===== config.mk =====
export PLATFORM = sky130hd
export DESIGN_NAME = rv32i_instruction_decoder
export DESIGN_NICKNAME = d
export VERILOG_FILES = /design/src/rtl/rv32i_instruction_decoder.sv
export SDC_FILE = /design/constraint.sdc
export NUM_CORES = 1
export LEC_CHECK = 0
export ABC_AREA = 1
export CAP_MARGIN = 20
export CORE_MARGIN = 1.5
export CORE_UTILIZATION = 39
export DETAILED_ROUTE_END_ITERATION = 12
export GPL_TIMING_DRIVEN = 0
export HOLD_SLACK_MARGIN = 0.05
export PLACE_DENSITY = 0.76
export SLEW_MARGIN = 10
export SYNTH_ARGS = -nofsm -noshare
export SYNTH_HDL_FRONTEND = slang
export SYNTH_SLANG_ARGS = --single-unit

===== constraint.sdc =====
create_clock -name clk -period 1 [get_ports clk]
set_input_delay 0.15 -clock clk [delete_from_list [all_inputs] [get_ports clk]]
set_output_delay 0.15 -clock clk [all_outputs]
set_load 0.01 [all_outputs]

===== src/rtl/rv32i_instruction_decoder.sv =====
// rv32i_instruction_decoder
// Registered RV32I decode stage. One instruction is accepted every clock.
// Its decoded fields appear on the outputs one clock later. Illegal or
// unsupported encodings decode to a NOP, which only advances the PC.
//
// Ports:
//   clk, rst          clock and synchronous active-high reset (all outputs 0)
//   instruction       fetched instruction word
//   rs1/rs2/rd_addr   register addresses (0 when the format does not use them)
//   rfile_we          register-file write (forced 0 when rd = x0)
//   pc_we             PC load for jumps and branches
//   pc_increment      PC advances by 4 (never set together with pc_we)
//   memory_we/re      data-memory store / load
//   low_imm           I/S/B immediate (the B form holds imm[12:1])
//   upper_imm         U immediate, or the J immediate imm[20:1]
//   alu_op_group, op  operation group and the operation within that group
//   fence_sig/mode    FENCE pred/succ bits and fm field
module rv32i_instruction_decoder #(
    parameter int IALIGN     = 32,
    parameter int REG_ADDR_W = 5,
    parameter int IMM_W      = 12,
    parameter int OP_GROUP_W = 4,
    parameter int OP_W       = 4
) (
    input  logic                     clk,
    input  logic                     rst,
    input  logic [IALIGN-1:0]        instruction,
    output logic [REG_ADDR_W-1:0]    rs1_addr,
    output logic [REG_ADDR_W-1:0]    rs2_addr,
    output logic [REG_ADDR_W-1:0]    rd_addr,
    output logic                     rfile_we,
    output logic                     pc_we,
    output logic                     pc_increment,
    output logic                     memory_we,
    output logic                     memory_re,
    output logic [IMM_W-1:0]         low_imm,
    output logic [IALIGN-IMM_W-1:0]  upper_imm,
    output logic [OP_GROUP_W-1:0]    alu_op_group,
    output logic [OP_W-1:0]          op,
    output logic [7:0]               fence_sig,
    output logic [3:0]               fence_mode
);

    localparam logic [6:0] OPC_LUI    = 7'b0110111;
    localparam logic [6:0] OPC_AUIPC  = 7'b0010111;
    localparam logic [6:0] OPC_JAL    = 7'b1101111;
    localparam logic [6:0] OPC_JALR   = 7'b1100111;
    localparam logic [6:0] OPC_BRANCH = 7'b1100011;
    localparam logic [6:0] OPC_LOAD   = 7'b0000011;
    localparam logic [6:0] OPC_STORE  = 7'b0100011;
    localparam logic [6:0] OPC_OP_IMM = 7'b0010011;
    localparam logic [6:0] OPC_OP     = 7'b0110011;
    localparam logic [6:0] OPC_FENCE  = 7'b0001111;
    localparam logic [6:0] OPC_SYSTEM = 7'b1110011;

    localparam logic [OP_GROUP_W-1:0] GRP_NOP    = 4'd0;
    localparam logic [OP_GROUP_W-1:0] GRP_OP_IMM = 4'd1;
    localparam logic [OP_GROUP_W-1:0] GRP_OP     = 4'd2;
    localparam logic [OP_GROUP_W-1:0] GRP_LUI    = 4'd3;
    localparam logic [OP_GROUP_W-1:0] GRP_AUIPC  = 4'd4;
    localparam logic [OP_GROUP_W-1:0] GRP_JAL    = 4'd5;
    localparam logic [OP_GROUP_W-1:0] GRP_JALR   = 4'd6;
    localparam logic [OP_GROUP_W-1:0] GRP_BRANCH = 4'd7;
    localparam logic [OP_GROUP_W-1:0] GRP_LOAD   = 4'd8;
    localparam logic [OP_GROUP_W-1:0] GRP_STORE  = 4'd9;
    localparam logic [OP_GROUP_W-1:0] GRP_FENCE  = 4'd10;
    localparam logic [OP_GROUP_W-1:0] GRP_SYSTEM = 4'd11;

    localparam logic [6:0] F7_ZERO = 7'b0000000;
    localparam logic [6:0] F7_ALT  = 7'b0100000;

    logic [6:0] opcode;
    logic [2:0] funct3;
    logic [6:0] funct7;

    assign opcode = instruction[6:0];
    assign funct3 = instruction[14:12];
    assign funct7 = instruction[31:25];

    logic [REG_ADDR_W-1:0]   n_rs1, n_rs2, n_rd;
    logic                    n_rf_we, n_pc_we, n_pc_inc, n_mem_we, n_mem_re;
    logic [IMM_W-1:0]        n_limm;
    logic [IALIGN-IMM_W-1:0] n_uimm;
    logic [OP_GROUP_W-1:0]   n_grp;
    logic [OP_W-1:0]         n_op;
    logic [7:0]              n_fsig;
    logic [3:0]              n_fmode;

    always_comb begin
        // Every path starts from the NOP decode: only the PC advances.
        n_rs1    = '0;
        n_rs2    = '0;
        n_rd     = '0;
        n_rf_we  = 1'b0;
        n_pc_we  = 1'b0;
        n_pc_inc = 1'b1;
        n_mem_we = 1'b0;
        n_mem_re = 1'b0;
        n_limm   = '0;
        n_uimm   = '0;
        n_grp    = GRP_NOP;
        n_op     = '0;
        n_fsig   = '0;
        n_fmode  = '0;

        case (opcode)
            OPC_LUI, OPC_AUIPC: begin
                n_grp   = (opcode == OPC_LUI) ? GRP_LUI : GRP_AUIPC;
                n_rd    = instruction[11:7];
                n_uimm  = instruction[31:12];
                n_rf_we = 1'b1;
            end
            OPC_JAL: begin
                n_grp    = GRP_JAL;
                n_rd     = instruction[11:7];
                n_uimm   = {instruction[31], instruction[19:12],
                            instruction[20], instruction[30:21]};
                n_rf_we  = 1'b1;
                n_pc_we  = 1'b1;
                n_pc_inc = 1'b0;
            end
            OPC_JALR: begin
                if (funct3 == 3'b000) begin
                    n_grp    = GRP_JALR;
                    n_rs1    = instruction[19:15];
                    n_rd     = instruction[11:7];
                    n_limm   = instruction[31:20];
                    n_rf_we  = 1'b1;
                    n_pc_we  = 1'b1;
                    n_pc_inc = 1'b0;
                end
            end
            OPC_BRANCH: begin
                if (funct3 != 3'b010 && funct3 != 3'b011) begin
                    n_grp    = GRP_BRANCH;
                    n_op     = {1'b0, funct3};
                    n_rs1    = instruction[19:15];
                    n_rs2    = instruction[24:20];
                    n_limm   = {instruction[31], instruction[7],
                                instruction[30:25], instruction[11:8]};
                    n_pc_we  = 1'b1;
                    n_pc_inc = 1'b0;
                end
            end
            OPC_LOAD: begin
                if (funct3 != 3'b011 && funct3 != 3'b110 && funct3 != 3'b111) begin
                    n_grp    = GRP_LOAD;
                    n_op     = {1'b0, funct3};
                    n_rs1    = instruction[19:15];
                    n_rd     = instruction[11:7];
                    n_limm   = instruction[31:20];
                    n_mem_re = 1'b1;
                    n_rf_we  = 1'b1;
                end
            end
            OPC_STORE: begin
                if (!funct3[2] && funct3 != 3'b011) begin
                    n_grp    = GRP_STORE;
                    n_op     = {1'b0, funct3};
                    n_rs1    = instruction[19:15];
                    n_rs2    = instruction[24:20];
                    n_limm   = {instruction[31:25], instruction[11:7]};
                    n_mem_we = 1'b1;
                end
            end
            OPC_OP_IMM: begin
                // Only the shift encodings constrain the upper immediate bits.
                if ((funct3 == 3'b001 && funct7 == F7_ZERO) ||
                    (funct3 == 3'b101 && (funct7 == F7_ZERO || funct7 == F7_ALT)) ||
                    (funct3 != 3'b001 && funct3 != 3'b101)) begin
                    n_grp   = GRP_OP_IMM;
                    n_op    = {(funct3 == 3'b101) && instruction[30], funct3};
                    n_rs1   = instruction[19:15];
                    n_rd    = instruction[11:7];
                    n_limm  = instruction[31:20];
                    n_rf_we = 1'b1;
                end
            end
            OPC_OP: begin
                if (funct7 == F7_ZERO ||
                    (funct7 == F7_ALT && (funct3 == 3'b000 || funct3 == 3'b101))) begin
                    n_grp   = GRP_OP;
                    n_op    = {instruction[30], funct3};
                    n_rs1   = instruction[19:15];
                    n_rs2   = instruction[24:20];
                    n_rd    = instruction[11:7];
                    n_rf_we = 1'b1;
                end
            end
            OPC_FENCE: begin
                if (funct3 == 3'b000) begin
                    n_grp   = GRP_FENCE;
                    n_fsig  = instruction[27:20];
                    n_fmode = instruction[31:28];
                end
            end
            OPC_SYSTEM: begin
                // ECALL / EBREAK are the only accepted SYSTEM encodings.
                if (instruction[31:7] == 25'h0 || instruction[31:7] == 25'h2000)
                    n_grp = GRP_SYSTEM;
            end
            default: ;
        endcase

        // Writes to x0 are discarded at decode.
        if (n_rd == '0)
            n_rf_we = 1'b0;
    end

    always_ff @(posedge clk) begin
        if (rst) begin
            rs1_addr     <= '0;
            rs2_addr     <= '0;
            rd_addr      <= '0;
            rfile_we     <= 1'b0;
            pc_we        <= 1'b0;
            pc_increment <= 1'b0;
            memory_we    <= 1'b0;
            memory_re    <= 1'b0;
            low_imm      <= '0;
            upper_imm    <= '0;
            alu_op_group <= '0;
            op           <= '0;
            fence_sig    <= '0;
            fence_mode   <= '0;
        end else begin
            rs1_addr     <= n_rs1;
            rs2_addr     <= n_rs2;
            rd_addr      <= n_rd;
            rfile_we     <= n_rf_we;
            pc_we        <= n_pc_we;
            pc_increment <= n_pc_inc;
            memory_we    <= n_mem_we;
            memory_re    <= n_mem_re;
            low_imm      <= n_limm;
            upper_imm    <= n_uimm;
            alu_op_group <= n_grp;
            op           <= n_op;
            fence_sig    <= n_fsig;
            fence_mode   <= n_fmode;
        end
    end

endmodule


==> run_summary.xml <==
<?xml version="1.0" encoding="UTF-8"?>
<metrics>
  <group name="outcome">
    <metric name="status" unit="">complete, no violations</metric>
  </group>
  <group name="cts">
    <metric name="ctsRootBufferMaster" unit="">clkbuf_8</metric>
    <metric name="clock_tree.buffer_depth" unit="">2</metric>
    <metric name="cts_made_buffers" unit="">9</metric>
    <metric name="cts_tree" unit="">done</metric>
    <metric name="clk_pin_slew" unit="ns">0.08</metric>
    <metric name="cts.sink_count" unit="">72</metric>
    <metric name="ctsHtreeMaxLevel" unit="">3</metric>
  </group>
  <group name="power_and_ir_drop">
    <metric name="vdd_drop_max" unit="uV">693</metric>
    <metric name="power.static_leakage" unit="nW">2.01</metric>
    <metric name="pwr_density_cell" unit="nW/um2">1460</metric>
  </group>
  <group name="yosys">
    <metric name="synth_top_area_cell" unit="">dfxtp_1</metric>
    <metric name="synth.distinct_cells" unit="">27</metric>
    <metric name="synth_seq_cells" unit="">72</metric>
    <metric name="synth_warnings" unit="">0</metric>
    <metric name="synth-seq-area-share" unit="%">53.3</metric>
    <metric name="synth_area_leaders" unit="">dfxtp_1 (53%), nand2_1 (10%), nor2_1 (8.2%), inv_1 (5.4%), o22ai_1 (3.5%)</metric>
    <metric name="synthesized_netlist_net_count" unit="">385</metric>
    <metric name="post_synthesis_instance_area" unit="um2">2710</metric>
    <metric name="synth_area_per_cell" unit="um2">7.71</metric>
    <metric name="cells_after_synthesis" unit="">351</metric>
    <metric name="yosys.area.top_type_share" unit="%">53.3</metric>
  </group>
  <group name="timing">
    <metric name="setup_total_negative_slack" unit="ns">0</metric>
    <metric name="max_slew_violation_total_from_the_final_report" unit="">0</metric>
    <metric name="post-route-min-period" unit="ns">0.992</metric>
    <metric name="worst_slew_pin_slew" unit="ns">0.313</metric>
    <metric name="post-route-period-util" unit="%">99.2</metric>
    <metric name="hold_viol_final" unit="">0</metric>
    <metric name="final-setup-viol-count" unit="">0</metric>
    <metric name="upper_clock_frequency_limit" unit="GHz">1.01</metric>
    <metric name="finalWorstSetupSlack" unit="ns">0.00757</metric>
    <metric name="timing.slew.headroom" unit="%">79.0</metric>
    <metric name="rsz0062_at_grt" unit="">true</metric>
  </group>
  <group name="final_layout">
    <metric name="n_antenna_cell" unit="">0</metric>
    <metric name="nets" unit="">516</metric>
    <metric name="instances_no_fill" unit="">566</metric>
    <metric name="post-route-util" unit="%">60.1</metric>
    <metric name="drive_gt1_share" unit="%">41.8</metric>
    <metric name="areaGrowthSynthToFinish" unit="%">49.9</metric>
  </group>
  <group name="drt">
    <metric name="drt-wirelength-per-cell" unit="um">14.9</metric>
    <metric name="first_pass_iters" unit="">4</metric>
    <metric name="antenna_left" unit="">0</metric>
    <metric name="vias_per_cell" unit="">4.87</metric>
    <metric name="routed_vias" unit="">2757</metric>
    <metric name="drc_errors" unit="">0</metric>
    <metric name="routed_wirelength" unit="um">8450</metric>
    <metric name="drt-initial-drc-count" unit="">173</metric>
  </group>
  <group name="grt">
    <metric name="first_global_vias" unit="">2572</metric>
    <metric name="grt_pass1_wl" unit="um">12700</metric>
    <metric name="grtUsageTotal" unit="%">22.4</metric>
    <metric name="antenna_violations_before_repair" unit="">0</metric>
    <metric name="grt_start_max_net_pins" unit="">13</metric>
    <metric name="total_congestion_overflow_after_global_routing" unit="">0</metric>
  </group>
  <group name="setup_path">
    <metric name="timing.critical_path.fanout_max" unit="">8</metric>
    <metric name="worst-endpoint-arrival" unit="ns">1.27</metric>
    <metric name="setup.worst_path.start_class" unit="">input port</metric>
    <metric name="cp_data_required_time" unit="ns">1.28</metric>
    <metric name="critPathMaxStageDelay" unit="ns">0.18</metric>
    <metric name="crit_path_cell_trace" unit="">clkbuf_4 -&gt; nand2_2 -&gt; inv_2 -&gt; nand2_2 -&gt; nor2_2 -&gt; nand2_2 -&gt; buf_6 -&gt; buf_4 -&gt; a21oi_1</metric>
    <metric name="cp_slowest_cell" unit="">clkbuf_4</metric>
    <metric name="cell_seen_most_often_among_critical_path_stages" unit="">nand2_2</metric>
    <metric name="setup.worst_path.class" unit="">in2reg</metric>
    <metric name="cp-end-kind" unit="">flip-flop</metric>
  </group>
  <group name="worst_hold_path">
    <metric name="min-delay-start" unit="">instruction[26]</metric>
    <metric name="worstHoldPathCells" unit="">3</metric>
    <metric name="hold_path.class" unit="">in2reg</metric>
    <metric name="worstHoldEndpoint" unit="">fence_sig[6]</metric>
  </group>
  <group name="placement">
    <metric name="routability_congestion" unit="">0.913</metric>
    <metric name="detailedPlacementHpwl" unit="um">5870</metric>
    <metric name="port_buffers" unit="">105</metric>
    <metric name="pre_cts_ws" unit="ns">-0.882</metric>
    <metric name="dpl.cell_count" unit="">536</metric>
  </group>
  <group name="floorplanning">
    <metric name="floorplan.die.height" unit="um">86.3</metric>
    <metric name="die_x" unit="um">86.3</metric>
    <metric name="num_rows" unit="">30</metric>
    <metric name="floorplan.initialDensity" unit="%">40.1</metric>
    <metric name="ioPinCount" unit="">106</metric>
    <metric name="design.core.area" unit="um2">6760</metric>
    <metric name="floorplan.die_area" unit="um2">7450</metric>
  </group>
  <group name="flow_run">
    <metric name="max_cap_violations" unit="">0</metric>
  </group>
</metrics>
-- flip-flops by register name (all words and copies together), names as in the netlist, 4 cells and up --
register      cells
fence_sig         8
rs2_addr          5
alu_op_group      4
rs1_addr          5
upper_imm        20
rd_addr           5
fence_mode        4
op                4
low_imm          12
-- final cells by class --
class                           instances  area [um2]
Tap cell                               80         100
Fill cell                             603        2700
Timing Repair Buffer                  120         773
Clock inverter                          5        81.3
Multi-Input combinational cell        226        1280
Buffer                                  9        60.1
Clock buffer                           10         138
Inverter                               44         180
Sequential cell                        72        1440
-- per-stage QoR --
step	area [um2]	power, W	hold slack (ns)
after floorplan	2760	0.00313	0.262
after global placement	3910	0.00339	0.768
after detailed placement	3910	0.00340	0.762
after CTS	3890	0.00588	0.0539
after global routing	4060	0.00611	0.0644
final	4060	0.00591	0.0683
-- repair_timing --
action | CTS | global route
hold buffers | 1 | 0
pin swaps | 23 | 27
endpoints found under the setup margin | 144 | 49
endpoints found under the hold margin | 1 | 0
setup buffers | 8 | 6
resized for setup | 406 | 47
-- cell families (layout without fill, tap and decap cells) --
logic type      count (synthesis)  count (layout)  synth area share (%)
simple gates                  174             174                  27.6
buf+inv                        53             188                  8.04
compound gates                 52              52                  11.1
flops                          72              72                  53.3
-- cell usage in the layout (no fill, tap or decap), types with 8 or more instances in the layout --
cell	count
buf_2	84
nand2_2	13
inv_1	26
a21oi_2	8
nor2_1	48
o22ai_1	15
nand3_1	9
inv_2	13
nand2_1	62
clkbuf_8	10
o21ai_1	8
a21oi_1	11
nor2_2	9
dfxtp_1	72
buf_4	16
-- critical path, delay by kind of cell --
| kind | cells | cell delay [ns] |
|---|---|---|
| AOI/OAI and AO/OA | 1 | 0.12 |
| buffers and inverters | 4 | 0.55 |
| and+or+nand+nor | 4 | 0.46 |
-- cells in the mapped netlist --
master / n
nand2_1: 74
dfxtp_1: 72
nor2_1: 59
inv_1: 39
a21oi_1: 16
nand3_1: 16
o22ai_1: 15
o21ai_0: 9
nand2_2: 8
nor3_1: 6
o21ai_1: 5
a21oi_2: 4
inv_2: 4
buf_2: 3
clkbuf_1: 3
nand4_1: 3
nor2_2: 3
buf_6: 2
nor2_4: 2
a211oi_1: 1
a31oi_1: 1
buf_1: 1
clkinv_1: 1
nand2_4: 1
nand3_2: 1
o21a_1: 1
or2_1: 1
-- power breakdown --
group          internal [W]  switching (W)  total, W
combinational      0.000179       0.000306  0.000486
sequential          0.00288     0.00000351   0.00288
clock               0.00146        0.00108   0.00254
total               0.00452        0.00139   0.00591
-- worst max path at each step --
stage / from / endpoint / slack, ns
floorplan: instruction[1] / low_imm[2] / -0.03
global placement: instruction[13] / rs1_addr[1] / -0.87
detailed placement: instruction[13] / rs1_addr[1] / -0.88
CTS: instruction[23] / alu_op_group[1] / 0.004
global route: instruction[4] / rs2_addr[0] / -0.06
finish: instruction[4] / rs2_addr[0] / 0.008
-- routing by layer --
layer  up-vias  track usage (%)  wire length, um
li1       1376                -                -
met1      1252             28.8             3620
met2       116             36.1             4040
met3        13             6.95              635
met4         0             7.18              157
met5         -                0                0
(Power assumes the default switching activity.)
